`src/rtl/acc_core_mc.sv`:
```
// Multi-cycle accumulator core: FETCH -> DECODE -> EXEC, with carry/zero flags,
// conditional and register-indirect jumps, and a wait-state tolerant fetch.
module acc_core_mc #(
    parameter int DATA_W = 8,
    parameter int IMM_W  = 4,
    parameter int PC_W   = 8
) (
    input  logic              clk,
    input  logic              rst,
    output logic              imem_req,
    output logic [PC_W-1:0]   imem_addr,
    input  logic              imem_valid,
    input  logic [IMM_W+3:0]  imem_data,
    output logic [DATA_W-1:0] acc_out,
    output logic [PC_W-1:0]   pc_out,
    output logic              flag_z,
    output logic              flag_c,
    output logic              halted,
    output logic [1:0]        state_out
);

    // Fetch handshake: while imem_req is high, the instruction at imem_addr is
    // accepted on the first rising edge where imem_valid is also high; the
    // address holds steady for as long as valid stays low.

    typedef enum logic [1:0] {
        S_FETCH  = 2'd0,
        S_DECODE = 2'd1,
        S_EXEC   = 2'd2,
        S_HALT   = 2'd3
    } state_t;

    localparam logic [3:0] OP_NOP = 4'h0;
    localparam logic [3:0] OP_LDI = 4'h1;
    localparam logic [3:0] OP_LDR = 4'h2;
    localparam logic [3:0] OP_STR = 4'h3;
    localparam logic [3:0] OP_ADD = 4'h4;
    localparam logic [3:0] OP_SUB = 4'h5;
    localparam logic [3:0] OP_AND = 4'h6;
    localparam logic [3:0] OP_OR  = 4'h7;
    localparam logic [3:0] OP_XOR = 4'h8;
    localparam logic [3:0] OP_SHL = 4'h9;
    localparam logic [3:0] OP_SHR = 4'hA;
    localparam logic [3:0] OP_JMP = 4'hB;
    localparam logic [3:0] OP_JZ  = 4'hC;
    localparam logic [3:0] OP_JC  = 4'hD;
    localparam logic [3:0] OP_JR  = 4'hE;
    localparam logic [3:0] OP_HLT = 4'hF;

    localparam int NREG = 1 << IMM_W;

    state_t             state;
    logic [PC_W-1:0]    pc;
    logic [DATA_W-1:0]  acc;
    logic [DATA_W-1:0]  opr;
    logic               z;
    logic               c;
    logic [IMM_W+3:0]   instr;
    logic [DATA_W-1:0]  regs [NREG];

    logic [3:0]         op;
    logic [IMM_W-1:0]   imm;
    logic [DATA_W:0]    sum;
    logic [DATA_W:0]    diff;
    logic [DATA_W-1:0]  res;
    logic               res_c;
    logic               upd_z;
    logic [PC_W-1:0]    pc_inc;
    logic [PC_W-1:0]    nxt_pc;

    assign op     = instr[IMM_W+3:IMM_W];
    assign imm    = instr[IMM_W-1:0];
    assign sum    = {1'b0, acc} + {1'b0, opr};
    assign diff   = {1'b0, acc} - {1'b0, opr};
    assign pc_inc = pc + PC_W'(1);

    always_comb begin
        res    = acc;
        res_c  = c;
        upd_z  = 1'b0;
        nxt_pc = pc_inc;
        case (op)
            OP_NOP: ;
            OP_LDI: begin res = DATA_W'(imm); upd_z = 1'b1; end
            OP_LDR: begin res = opr; upd_z = 1'b1; end
            OP_STR: ;
            OP_ADD: begin res = sum[DATA_W-1:0]; res_c = sum[DATA_W]; upd_z = 1'b1; end
            // The extra top bit of the difference is the borrow, i.e. acc < R.
            OP_SUB: begin res = diff[DATA_W-1:0]; res_c = diff[DATA_W]; upd_z = 1'b1; end
            OP_AND: begin res = acc & opr; upd_z = 1'b1; end
            OP_OR:  begin res = acc | opr; upd_z = 1'b1; end
            OP_XOR: begin res = acc ^ opr; upd_z = 1'b1; end
            OP_SHL: begin res = {acc[DATA_W-2:0], 1'b0}; res_c = acc[DATA_W-1]; upd_z = 1'b1; end
            OP_SHR: begin res = {1'b0, acc[DATA_W-1:1]}; res_c = acc[0]; upd_z = 1'b1; end
            OP_JMP: nxt_pc = PC_W'(imm);
            OP_JZ:  if (z) nxt_pc = PC_W'(imm);
            OP_JC:  if (c) nxt_pc = PC_W'(imm);
            OP_JR:  nxt_pc = PC_W'(opr);
            OP_HLT: nxt_pc = pc;
            default: ;
        endcase
    end

    always_ff @(posedge clk) begin
        if (rst) begin
            state <= S_FETCH;
            pc    <= '0;
            acc   <= '0;
            opr   <= '0;
            z     <= 1'b0;
            c     <= 1'b0;
            instr <= '0;
            for (int i = 0; i < NREG; i++) regs[i] <= '0;
        end else begin
            case (state)
                S_FETCH: begin
                    if (imem_valid) begin
                        instr <= imem_data;
                        state <= S_DECODE;
                    end
                end
                S_DECODE: begin
                    opr   <= regs[imm];
                    state <= S_EXEC;
                end
                S_EXEC: begin
                    acc <= res;
                    c   <= res_c;
                    if (upd_z) z <= (res == '0);
                    if (op == OP_STR) regs[imm] <= acc;
                    pc    <= nxt_pc;
                    state <= (op == OP_HLT) ? S_HALT : S_FETCH;
                end
                S_HALT: ;
                default: state <= S_FETCH;
            endcase
        end
    end

    assign imem_req  = (state == S_FETCH);
    assign imem_addr = pc;
    assign acc_out   = acc;
    assign pc_out    = pc;
    assign flag_z    = z;
    assign flag_c    = c;
    assign halted    = (state == S_HALT);
    assign state_out = state;

endmodule

```
`config.mk`:
```
export PLATFORM = sky130hd
export DESIGN_NAME = acc_core_mc
export DESIGN_NICKNAME = d
export VERILOG_FILES = /design/src/rtl/acc_core_mc.sv
export SDC_FILE = /design/constraint.sdc
export NUM_CORES = 1
export LEC_CHECK = 0
export ABC_AREA = 0
export CAP_MARGIN = 25
export CORE_MARGIN = 5
export CORE_UTILIZATION = 52
export CTS_CLUSTER_SIZE = 10
export DETAILED_ROUTE_END_ITERATION = 10
export PLACE_DENSITY = 0.7
export SLEW_MARGIN = 10
export SYNTH_ARGS = -nofsm -noshare
export SYNTH_HDL_FRONTEND = slang
export SYNTH_SLANG_ARGS = --single-unit
```
`constraint.sdc`:
```
create_clock -name clk -period 7.5 [get_ports clk]
set_clock_uncertainty 0.15 [all_clocks]
set_input_delay 1.125 -clock clk [delete_from_list [all_inputs] [get_ports clk]]
set_output_delay 1.125 -clock clk [all_outputs]
set_load 0.01 [all_outputs]
```
==> metrics.md, run 1 <==
| Metric | Value |
|---|---|
| Outcome | finished, final reports clean |
| Worst setup SP type | input port |
| Hold path cells | 2 |
| Die Y | around 140 um |
| Post-CTS Setup Bufs | 0 |
| Post-route setup slack | approximately 3.4 ns |
| Syn nets | 835 |
| Crit share post-route | 0.552 |
| Leading area contributor after synthesis | edfxtp_1 |
| Sw Share | 0.256 |
| Hold/Removal Path Class | flop to flop |
| Max stage delay on crit path | between 1 and 1.5 ns |
| R2R Path Start | acc_out[2] |
| WL/cell | 23.7 um |
| Synthesized area | between 9000 and 10000 um^2 |
| Filler cell count | around 1400 |
| Reg power frac | 0.458 |
| Seq. cell area | 4570 um^2 |
| Max-Cap Viols | 0 |
| Area Overhead vs Synth | 12.9% |
| Number of global-route vias before repair | roughly 6300 |
| Avg Vias per Cell | 6.56 |
| Final hold vios | 0 |
| Setup crit start | rst |
| Distinct cells, synth | 72 |
| Power Density | about 230 nW/um^2 |
| R2r setup slk | roughly 3.7 ns |
| P_sw | 0.000593 W |
| Critical path arrival | approximately 4 ns |
| Core area | about 17000 um^2 |
| Setup TNS | 0 ns |
| Die width | approximately 140 um |
| Syn Area/Cell | approximately 11 um^2 |
| Sequential area share after synthesis | 0.503 |
| First-pass GRT wire length | between 30 and 40 mm |
| Share of flip-flops with an asynchronous set or reset | 0 |
| Root Buffer Master | clkbuf_16 |
| Largest net degree at the start of global routing | 67 |
| Std cell rows | 48 |
| Post-route ant nets | 0 |
| Critical path cell sequence | clkdlybuf4s50_1 -> buf_4 -> nor4b_2 -> nand3_1 -> o21ai_0 |
| CP endpoint kind | flop |
| Clock buffer depth | 2 |
| Initial antenna violation count | 0 |
| Die area | between 20000 and 25000 um^2 |
| DR vias | ~6800 |
| Remaining Overflow, GRT | 0 |
| Place WS | about 2.8 ns |
| Leakage | approximately 3.2 nW |
| Cells after synthesis | 792 |
| Final wirelength | 24.5 mm |
| Initial Util | 0.528 |
| Worst-Margin Slew | between 1 and 1.5 ns |
| Slowest stage cell, crit path | o21ai_0 |
| Critical Path End | regs[14][7] |
| Internal power | between 0.0015 and 0.002 W |
| Worst Path Max Fanout | 37 |
| Hold_buf cts | 0 |
| Nets | between 800 and 900 |
| First-pass DRT Iterations | 6 |
| Worst vdd ir | around 0.18 mV |
| Cts bufs inserted | 17 |
| EDFF count, synth | 128 |
| Antenna cells | 0 |
| 1st-iter DRT viols | roughly 1000 |
| DRC | 0 |
| Share of cells above drive strength 1 | 0.145 |
| IO buf count | 40 |
| Area contributors post-synth | edfxtp_1 42%, mux4_2 9.9%, dfxtp_1 7.9% |
| Worst reg2reg path depth | 9 |
| CP Class | input port to flop |
| GRT Total Usage | 0.248 |
| # clock sinks | 164 |
| Overall power | about 0.0023 W |
| CTS tree | done |
| Min Clock Period, post-route | around 4.1 ns |
| RD Place Congestion | between 0.9 and 1 |
| Relative slew margins | 0.311 |
| Multi-input gate area | approximately 4000 um^2 |
| Top Ports | 41 |
| Clock share of power | 0.412 |
| Worst R2R End | flag_z |
| Max Slew Vio Count | 0 |
| Synth warn | 0 |
| Top cell type's share of synthesized area | 0.424 |
| Final setup viols | 0 |
| Critical Path RT | between 7 and 8 ns |
| H-tree depth | 4 |
| Worst skew pair latency | about 0.43 ns |
| F_max | between 0.2 and 0.25 GHz |
| CTS-repair resized insts | 0 |
| Synthesized flop and latch total | about 160 |
| Post-synth top flop | edfxtp_1 |
| CTS clk-pin slew, worst paths | ~0.070 ns |
| DP HPWL | roughly 16 mm |
| Combinational Power Share | 0.130 |
| Unrepaired setup endpoints after global routing | false |
## worst min-delay path by stage
stage	startpoint	end
5_1_grt	flag_c	flag_c
6_report	flag_c	flag_c
4_1_cts	flag_c	flag_c
3_5_place_dp	flag_c	flag_c
3_3_place_gp	flag_c	flag_c
2_1_floorplan	opr[4]	opr[4]
## state kept, by name, summed over array words and instances (netlist names)
name / cells
acc_out: 8
opr: 8
flag_z: 1
instr: 8
imem_addr: 8
regs: 128
flag_c: 1
state_out: 2
## cell usage after synthesis, types with 15 or more instances
cell type,count
nand3_1,15
edfxtp_1,128
inv_1,24
buf_4,15
dfxtp_1,36
nor3_1,73
o21ai_0,24
mux4_2,40
clkbuf_1,48
nand2_1,35
ha_1,30
nor4_1,57
mux2i_1,18
a21oi_1,32
nor2_1,48
## power by group through the flow
stage	registers [W]	logic, W	clock network [W]
after global routing	0.00106	0.000318	0.000999
after detailed placement	0.00108	0.000290	0
after CTS	0.00106	0.000292	0.000957
after floorplan	0.00105	0.000232	0
final	0.00106	0.000300	0.000953
after global placement	0.00107	0.000282	0
## worst max-delay path, delay by kind of cell
kind,cells,cell delay (ns)
compound gates,1,1.11
buf+inv,2,0.65
simple gates,2,1.12
## layer usage
layer  vias to the layer above  global-route usage  wire length, um
li1                       3070                   -                -
met1                      3295               0.350             9790
met2                       376               0.400            11800
met3                        46              0.0400             2320
met4                         0              0.0758              591
met5                         -                   0                0
## cell usage in the layout (no fill, tap or decap), types with 4 or more instances in the layout
| cell type | netlist | final |
|---|---|---|
| nor2_1 | 48 | 48 |
| clkinv_1 | 5 | 5 |
| nor4_1 | 57 | 57 |
| mux4_2 | 40 | 40 |
| inv_1 | 24 | 24 |
| edfxtp_1 | 128 | 128 |
| buf_2 | 11 | 6 |
| nand2b_1 | 10 | 10 |
| xnor2_1 | 7 | 7 |
| a22oi_1 | 6 | 6 |
| a221oi_1 | 5 | 5 |
| o31ai_1 | 8 | 7 |
| o21ai_0 | 24 | 24 |
| a21oi_1 | 32 | 32 |
| clkbuf_2 | 0 | 6 |
| buf_4 | 15 | 14 |
| clkdlybuf4s50_1 | 0 | 40 |
| clkbuf_16 | 0 | 22 |
| nor2b_1 | 8 | 8 |
| o21bai_1 | 5 | 5 |
| and2_1 | 11 | 11 |
| nor3b_1 | 5 | 5 |
| nand3_1 | 15 | 15 |
| o22ai_1 | 7 | 7 |
| mux2i_1 | 18 | 18 |
| nand2_1 | 35 | 35 |
| a31oi_1 | 4 | 4 |
| a211oi_1 | 9 | 9 |
| dfxtp_1 | 36 | 33 |
| ha_1 | 30 | 30 |
| nor3_1 | 73 | 73 |
## cells by family after synthesis
family,Yosys count,share of synthesized area
simple gates,278,0.162
compound gates,139,0.107
buf+inv,113,0.0553
flops,164,0.503
mux,58,0.119
xor+xnor,8,0.00773
fa+ha+maj,32,0.0458
## through the flow
stage | area, um^2 | std cells | utilization | hold slack [ns]
after floorplan | 9070 | 792 | - | 0.360
after global placement | 9470 | 988 | 0.552 | 0.357
after detailed placement | 9480 | 989 | 0.552 | 0.367
after CTS | 10200 | 1021 | 0.591 | 0.375
after global routing | 10200 | 1034 | 0.596 | 0.425
final | 10200 | 1034 | 0.596 | 0.374
## layout make-up
cell class / count / share of cell area
timing repair buffer: 68 / 0.0578
multi-input combinational: 515 / 0.392
clock buffer: 24 / 0.0565
sequential: 164 / 0.447
inverter: 30 / 0.0110
tap: 225 / 0.0275
clock inverter: 8 / 0.00905
(Power assumes the default switching activity.)
==> inputs of run 2 (changes only) <==
- PLACE_DENSITY: 0.7 -> 0.73
- clock period: 7.5 -> 3.7 ns (I/O delays scaled with it)
==> metrics.md, run 2 (synthesis results as in run 1) <==
| Metric | Value |
|---|---|
| Remaining Overflow, GRT | 0 (unchanged) |
| Leakage | 3.35 nW (+3.1%) |
| CP Class | flop to flop |
| Area Overhead vs Synth | 14.7% |
| Max Slew Vio Count | 0 (unchanged) |
| Seq. cell area | 4570 um^2 (unchanged) |
| Worst Path Max Fanout | 16 (-57%) |
| Cts bufs inserted | 17 (unchanged) |
| Clock buffer depth | 2 (unchanged) |
| DRC | 0 (unchanged) |
| First-pass GRT wire length | 37.7 mm (-0.89%) |
| Unrepaired setup endpoints after global routing | false |
| Hold_buf cts | 0 (unchanged) |
| Avg Vias per Cell | 6.50 (-1.0%) |
| Sw Share | 0.258 (+0.00152) |
| H-tree depth | 4 (unchanged) |
| DR vias | 6913 (+1.9%) |
| Multi-input gate area | 4000 um^2 (-0.12%) |
| Post-route ant nets | 0 (unchanged) |
| Setup TNS | 0 ns (unchanged) |
| 1st-iter DRT viols | 921 (-12%) |
| Util after Layout | 0.606 (+0.00991) |
| RD Place Congestion | 0.965 (-0.27%) |
| F_max | a little under 0.3 GHz |
| Initial Util | 0.528 (unchanged) |
| Top Ports | 41 (unchanged) |
| Commonest non-fill, non-tap cell in the layout | edfxtp_1 |
| CP endpoint kind | flop |
| Core area | 17200 um^2 (unchanged) |
| CTS clk-pin slew, worst paths | 0.07 ns (about the same) |
| Relative slew margins | 0.420 (+0.109) |
| Final wirelength | 24.1 mm (-1.8%) |
| Commonest non-fill, non-tap cells in the layout | 128 x edfxtp_1, 73 x nor3_1, 57 x nor4_1, 57 x buf_4, 48 x nor2_1 |
| Min Clock Period, post-route | approximately 3.4 ns |
| IO buf count | 40 (unchanged) |
| CTS-repair resized insts | 0 (unchanged) |
| Post-CTS Setup Bufs | 0 (unchanged) |
| Initial antenna violation count | 0 (unchanged) |
| Root Buffer Master | clkbuf_16 |
| Worst skew pair latency | 0.44 ns (about the same) |
| Internal power | 0.00339 W (+97%) |
| P_sw | 0.00118 W (+99%) |
| Biggest register | regs |
| Critical Path RT | 3.93 ns (-3.47 ns) |
| # clock sinks | 164 (unchanged) |
| Worst setup SP type | flop |
| Number of flip-flops in the largest register | 128 (unchanged) |
| Outcome | finished, final reports clean |
| Max-Cap Viols | 0 (unchanged) |
| CTS tree | done |
| Worst-Margin Slew | 0.848 ns (-0.174 ns) |
| Nets | 869 (+3.6%) |
| WL/cell | 22.6 um (-4.6%) |
| Hold/Removal Path Class | flop to flop |
| Power Density | 439 nW/um^2 (+94%) |
| Die area | 20200 um^2 (unchanged) |
| DP HPWL | 16.7 mm (+2.4%) |
| Die width | 142 um (unchanged) |
| Reg power frac | 0.469 (+0.011) |
| Number of global-route vias before repair | 6659 (+5.2%) |
| Die Y | 142 um (unchanged) |
| Worst vdd ir | 0.341 mV (+90%) |
| Combinational Power Share | 0.140 (+0.010) |
| Filler cell count | 1377 (-1.4%) |
| Critical path arrival | 3.66 ns (-0.38 ns) |
| Final hold vios | 0 (unchanged) |
| Antenna cells | 0 (unchanged) |
| Largest net degree at the start of global routing | 37 (-45%) |
| Clock share of power | 0.391 (-0.021) |
| Final setup viols | 0 (unchanged) |
| Crit share post-route | 0.926 |
| GRT Total Usage | 0.244 (-0.00444) |
| Share of cells above drive strength 1 | 0.169 (+0.0246) |
| Std cell rows | 48 (unchanged) |
| First-pass DRT Iterations | 5 (-1) |
==> run 2: changes by cell type in the layout (fill, tap and decap cells not counted), sizes merged <==
cell,change
inv,-1
clkinv,+2
bufinv,+2
clkinvlp,+2
clkbuf,-11
buf,+36
==> run 2: worst max-delay path, stage by stage (launching register included) <==
cell and delay [ns]:
dfxtp_1 0.59, inv_1 0.46, ha_1 0.56, nor2b_1 0.16
a21oi_1 0.09, a221oi_1 0.50, o221ai_1 0.22, a21oi_1 0.24
and4_1 0.26, a31o_1 0.15
==> run 2: cell type report <==
type,instances,area share
Clock buffer,19,0.0416
Clock inverter,13,0.0150
Inverter,30,0.0108
Multi-Input combinational cell,515,0.385
Sequential cell,164,0.439
Tap cell,225,0.0271
Timing Repair Buffer,98,0.0815
==> run 2: through the flow <==
stage	cell area, um^2	std cells	total power (W)	worst slack (ns)	hold WS [ns]
after floorplan	9070	792	0.00259	0.635	0.360
after global routing	10400	1064	0.00470	0.192	0.428
after detailed placement	9820	1032	0.00280	0.404	0.357
final	10400	1064	0.00456	0.274	0.370
after global placement	9820	1032	0.00279	0.441	0.340
after CTS	10400	1064	0.00457	0.387	0.373
==> run 2: routing by layer <==
| layer | vias to the layer above | track usage | wire length (um) |
|---|---|---|---|
| li1 | 3121 | - | - |
| met1 | 3338 | 0.328 | 9440 |
| met2 | 401 | 0.391 | 11500 |
| met3 | 53 | 0.0558 | 2370 |
| met4 | 0 | 0.0894 | 745 |
| met5 | - | 0 | 0 |
==> run 2: worst paths after layout <==
check	from	end	slack (ns)	cells after the start
setup / recovery	acc_out[3]	flag_z	0.27	9
hold / removal	flag_c	flag_c	0.37	2
setup reg to reg	acc_out[3]	flag_z	0.27	9
hold reg to reg	flag_c	flag_c	0.37	2
==> run 2: power by group through the flow <==
stage / Combinational [W] / Sequential (W) / Clock [W]
CTS: 0.000628 / 0.00214 / 0.00180
floorplan: 0.000471 / 0.00212 / 0
global placement: 0.000612 / 0.00217 / 0
finish: 0.000638 / 0.00214 / 0.00178
global route: 0.000678 / 0.00215 / 0.00187
detailed placement: 0.000624 / 0.00218 / 0
